--- config.mk ---
export PLATFORM = sky130hd
export DESIGN_NAME = apb_slave_bank
export DESIGN_NICKNAME = d
export VERILOG_FILES = /design/src/rtl/apb_slv_pkg.sv /design/src/rtl/apb_slv_regfile.sv /design/src/rtl/apb_slave_bank.sv
export SDC_FILE = /design/constraint.sdc
export NUM_CORES = 2
export LEC_CHECK = 0
export BUFFER_PORTS_ARGS = -buffer_cell sky130_fd_sc_hd__buf_4
export CAP_MARGIN = 40
export CORE_MARGIN = 10
export CORE_UTILIZATION = 35
export DETAILED_ROUTE_END_ITERATION = 8
export GPL_TIMING_DRIVEN = 0
export PLACE_DENSITY_LB_ADDON = 0.12
export SKIP_LAST_GASP = 1
export SYNTH_ARGS = -nofsm -noshare
export SYNTH_HDL_FRONTEND = slang
export SYNTH_SLANG_ARGS = --single-unit
--- constraint.sdc ---
create_clock -name clk -period 2.8 [get_ports clk]
set_clock_uncertainty 0.05 [all_clocks]
set_input_delay 0.28 -clock clk [delete_from_list [all_inputs] [get_ports clk]]
set_output_delay 0.28 -clock clk [all_outputs]
set_load 0.03 [all_outputs]
--- src/rtl/apb_slv_pkg.sv ---
// Shared types and helpers for the APB completer with register bank.
// The byte-strobe option is controlled by APB_SLV_STRB_EN (see apb_slave_bank).
package apb_slv_pkg;

  typedef enum logic [1:0] {
    IDLE = 2'd0,
    WAIT = 2'd1,
    RESP = 2'd2
  } state_t;

  localparam int APB_SLV_MAX_WAIT = 15;

  // Number of byte-offset bits inside one data word.
  function automatic int lsb_of(input int data_w);
    return $clog2(data_w / 8);
  endfunction

endpackage

--- src/rtl/apb_slv_regfile.sv ---
// DEPTH x DATA_W register bank: synchronous clear, byte-enable write port,
// asynchronous read port.
module apb_slv_regfile #(
  parameter int DATA_W = 32,
  parameter int DEPTH  = 64,
  parameter int IDX_W  = 6
) (
  input  logic                clk,
  input  logic                reset,
  input  logic                we,
  input  logic [IDX_W-1:0]    waddr,
  input  logic [DATA_W/8-1:0] be,
  input  logic [DATA_W-1:0]   wdata,
  input  logic [IDX_W-1:0]    raddr,
  output logic [DATA_W-1:0]   rdata
);

  logic [DATA_W-1:0] mem [DEPTH];

  always_ff @(posedge clk) begin
    if (reset) begin
      for (int i = 0; i < DEPTH; i++) mem[i] <= '0;
    end else if (we) begin
      for (int b = 0; b < DATA_W / 8; b++) begin
        if (be[b]) mem[waddr][b*8 +: 8] <= wdata[b*8 +: 8];
      end
    end
  end

  assign rdata = mem[raddr];

endmodule

--- src/rtl/apb_slave_bank.sv ---
// APB completer with an internal register bank, programmable wait states and
// PSLVERR on out-of-range or misaligned access. Define APB_SLV_STRB_EN for PSTRB.
module apb_slave_bank
  import apb_slv_pkg::*;
#(
  parameter int ADDR_W      = 10,
  parameter int DATA_W      = 32,
  parameter int DEPTH       = 64,
  parameter int WAIT_CYCLES = 0
) (
  input  logic                clk,
  input  logic                reset,
  input  logic                select,
  input  logic                enable,
  input  logic [ADDR_W-1:0]   ADDR,
  input  logic                WRITE,
  input  logic [DATA_W-1:0]   WDATA,
`ifdef APB_SLV_STRB_EN
  input  logic [DATA_W/8-1:0] STRB,
`endif
  output logic [DATA_W-1:0]   RDATA,
  output logic                ready_o,
  output logic                slverr_o
);

  localparam int LSB   = lsb_of(DATA_W);
  localparam int IDX_W = (DEPTH > 1) ? $clog2(DEPTH) : 1;
  localparam int CNT_W = $clog2(APB_SLV_MAX_WAIT + 1);

  state_t             state, state_next;
  logic [CNT_W-1:0]   cnt, cnt_next;
  logic [ADDR_W:0]    word_ext;
  logic               misaligned, err, enter_resp, we;
  logic [DATA_W/8-1:0] be;
  logic [DATA_W-1:0]  rd_word, rdata_q;
  logic               ready_q, slverr_q;

  // Extra top bit keeps the range compare exact when DEPTH == 2**(ADDR_W-LSB).
  assign word_ext = {1'b0, ADDR} >> LSB;

  if (LSB > 0) begin : g_align
    assign misaligned = |ADDR[LSB-1:0];
  end else begin : g_no_align
    assign misaligned = 1'b0;
  end

  assign err = misaligned | (word_ext >= (ADDR_W + 1)'(DEPTH));

`ifdef APB_SLV_STRB_EN
  assign be = STRB;
`else
  assign be = '1;
`endif

  always_comb begin
    state_next = state;
    cnt_next   = cnt;
    unique case (state)
      IDLE: begin
        if (select && enable) begin
          if (WAIT_CYCLES == 0) begin
            state_next = RESP;
          end else begin
            state_next = WAIT;
            cnt_next   = CNT_W'(WAIT_CYCLES);
          end
        end
      end
      WAIT: begin
        if (!(select && enable)) begin
          state_next = IDLE;
          cnt_next   = '0;
        end else begin
          cnt_next = cnt - 1'b1;
          if (cnt == CNT_W'(1)) state_next = RESP;
        end
      end
      RESP: state_next = IDLE;
      default: begin
        state_next = IDLE;
        cnt_next   = '0;
      end
    endcase
  end

  assign enter_resp = (state_next == RESP);

  always_ff @(posedge clk) begin
    if (reset) begin
      state    <= IDLE;
      cnt      <= '0;
      ready_q  <= 1'b0;
      slverr_q <= 1'b0;
      rdata_q  <= '0;
    end else begin
      state    <= state_next;
      cnt      <= cnt_next;
      ready_q  <= enter_resp;
      slverr_q <= enter_resp & err;
      rdata_q  <= (enter_resp && !WRITE && !err) ? rd_word : '0;
    end
  end

  // Bus is still held during RESP, so the write commits at the close of RESP.
  assign we = (state == RESP) && WRITE && !slverr_q;

  apb_slv_regfile #(
    .DATA_W (DATA_W),
    .DEPTH  (DEPTH),
    .IDX_W  (IDX_W)
  ) u_regfile (
    .clk   (clk),
    .reset (reset),
    .we    (we),
    .waddr (word_ext[IDX_W-1:0]),
    .be    (be),
    .wdata (WDATA),
    .raddr (word_ext[IDX_W-1:0]),
    .rdata (rd_word)
  );

  assign RDATA    = rdata_q;
  assign ready_o  = ready_q;
  assign slverr_o = slverr_q;

endmodule

==> reports/qor.txt <==
outcome: complete, but fails checks
failing checks: negative setup slack
minimum clock period: 3.22 ns
Seq/Total Area, Yosys: 66.5%
top cell type's share of synthesized area: 65.6%
Starting Density: 35.2%
max cap viols: 0
IO Pins: 81
Pwr per Cell Area: 658 mW/mm^2
CTS tree: built
Fmax: 0.310 GHz
Netlist cell types: 62
Pwr Total: 0.0767 W
antenna violations before repair: 185
gpl congestion: 1.07
top cells by area, synth: edfxtp_1 (66%), and2_1 (14%), a221oi_1 (4.0%)
Tcrit/Tclk final: 115%
Inserted Clock Buffers: 243
Vias: 76900
Final Cell Area: 0.116 sq mm
commonest register cell after synthesis: edfxtp_1
Startpoint Class: primary input
setup ws final: -0.423 ns
DRC viols: 0
commonest non-fill, non-tap cell in the layout: edfxtp_1
RSZ-0062 raised after global routing: true
crit end category: flop
Final ANT Viol Nets: 0
core footprint: 0.266 sq mm
Clock transition at path regs: 0.06 ns
Slew Limit Fails: 0
Slew @ Worst Pin: 1.30 ns
Static Leak: 43.0 nW
Vias/cell: 6.56
largest area contributor in the netlist: edfxtp_1
Mapped Area: 0.0937 sq mm
Die Footprint: 0.289 sq mm
Die H: 537 microns
CP Max Fanout: 10
most frequent cells in the layout: edfxtp_1 (2048), and2_1 (2045), a221oi_1 (420), clkbuf_1 (412), a22oi_1 (373)
gr ovfl total: 0
Worst Hold Class: in -> reg
Final Core Density: 43.8%
EDFF count, synth: 2048
syn_area_per_cell: 13.3 sq um
hpwl dp: 492000 microns
area growth from synthesis to layout: 24.3%
max_slew headroom: 13.4%
dpl cell area: 0.105 sq mm
# setup viols final: 470
Initial DRC Count: 14600
synthesis-stage register bit count: 2088
port bufs: 47
Die X: 537 microns
CTS root buf: clkbuf_16
clk buf depth: 4
setup tns final: -22.70 ns
Syn. warnings: 0
TritonRoute pass-1 iters: 6
syn_nets: 7074
first-pass GRT wire length: 796000 microns
GRT Resource Usage Total: 43.4%
WL final: 647000 microns
Routed wire per std cell: 55.3 microns
number of global-route vias before repair: 68700
maximum VDD drop: 0.534 mV
WP data arrival: 3.91 ns
row count: 189
CTS sink cnt: 2088
critical path type: in -> reg
largest net degree at the start of global routing: 27
number of H-tree levels: 4
Layout Nets: 7897
Crit path required time: 3.48 ns
fraction of registers with async set/reset: 0%
Cells after Synth: 7025
clk_lat worst skew: 0.99 ns
final hold violations: 0
share of cells above drive strength 1: 21.4%
==> area by class of cell <==
cell class / instances / area, sq um
fillers: 24500 / 149000
flip-flops and latches: 2088 / 62300
multi-input cells: 4147 / 29200
repair buffers: 584 / 8140
clock buffers: 328 / 6630
well taps: 3533 / 4420
plain buffers: 778 / 4200
clock inverters: 113 / 1160
diodes: 135 / 338
inverters: 6 / 27.5
==> cells in the mapped netlist (5+ instances only) <==
cell type,count
dfxtp_1,40
o22a_1,27
nor3_1,63
nand2_1,73
or2_2,66
a21oi_1,72
a22oi_1,388
a221o_1,8
and2_1,2054
o2111a_1,8
a221oi_1,431
a32o_1,8
clkbuf_1,543
o21ai_0,150
buf_1,88
nor2_1,218
nor4_1,5
a22o_1,13
nor2b_1,7
a41oi_1,21
buf_2,133
o22ai_1,116
o2bb2ai_1,12
nand3_1,14
o221ai_1,32
mux2i_1,81
a211oi_1,19
and3_1,8
buf_4,22
mux4_2,13
and4_1,10
mux2_2,140
nor3b_1,5
a31oi_1,22
edfxtp_1,2048
o32ai_1,16
==> logic make-up after synthesis <==
family                   count (synthesis)  share of synthesized area, %
multiplexers                           234                          2.86
flip-flops                            2088                          66.5
AND/OR/NAND/NOR                       2545                          16.2
AO/OA/AOI/OAI                         1364                          11.0
adder cells (fa/ha/maj)                  2                        0.0267
buffers and inverters                  792                          3.44
==> final timing paths <==
path / start / slack [ns] / cells after the start / end
setup / recovery: ADDR[3] / -0.42 / 10 / RDATA[8]
hold reg to reg: cnt[1] / 0.47 / 2 / cnt[1]
hold / removal: WDATA[23] / 0.04 / 2 / u_regfile.mem[8][23]
setup reg to reg: state[0] / -0.16 / 7 / u_regfile.mem[45][22]
==> state kept, by name (all words and copies together) (netlist names) <==
signal	count
u_regfile.mem	2048
RDATA	32
cnt	4
state	2
slverr_o	1
ready_o	1
==> per-layer routing <==
layer | share of wire, % | wire length [microns] | track usage, %
met2 | 40 | 261000 | 59.8
met1 | 36 | 234000 | 53.0
met4 | 9.7 | 62500 | 34.4
met5 | 0.073 | 472 | 0
met3 | 14 | 89100 | 18.6
==> stage by stage <==
step                      instances  hold WS (ns)  setup WS (ns)
final                         11700        0.0408         -0.423
after global routing          11600        0.0312         -0.154
after CTS                     11500       0.00229         -0.318
after detailed placement      11000         0.464          -2.89
after global placement        10600         0.469          -4.58
after floorplan                7025         0.417          0.388
==> power by group <==
group          total [W]  internal, W  switching, W
Sequential        0.0353       0.0350      0.000299
Clock             0.0325       0.0184        0.0141
Combinational    0.00887      0.00202       0.00686
==> critical path: stages <==
cell and delay (ns):
buf_4 0.16, nor2b_1 0.14, buf_2 0.24, buf_4 0.33
buf_4 0.38, a22oi_1 1.07, o32ai_1 0.25, nor4_1 0.26
o221a_2 0.42, a31oi_1 0.31
==> what timing repair did <==
item                                   in CTS  in global routing
gates cloned                                3                  0
resized for setup                         456                289
pin swaps                                   7                 14
setup endpoints to repair                4114               2485
buffers inserted                           43                 30
endpoints found under the hold margin      45                  5
hold buffers                               26                  2
No activity file was read; power rests on OpenSTA's default activity.
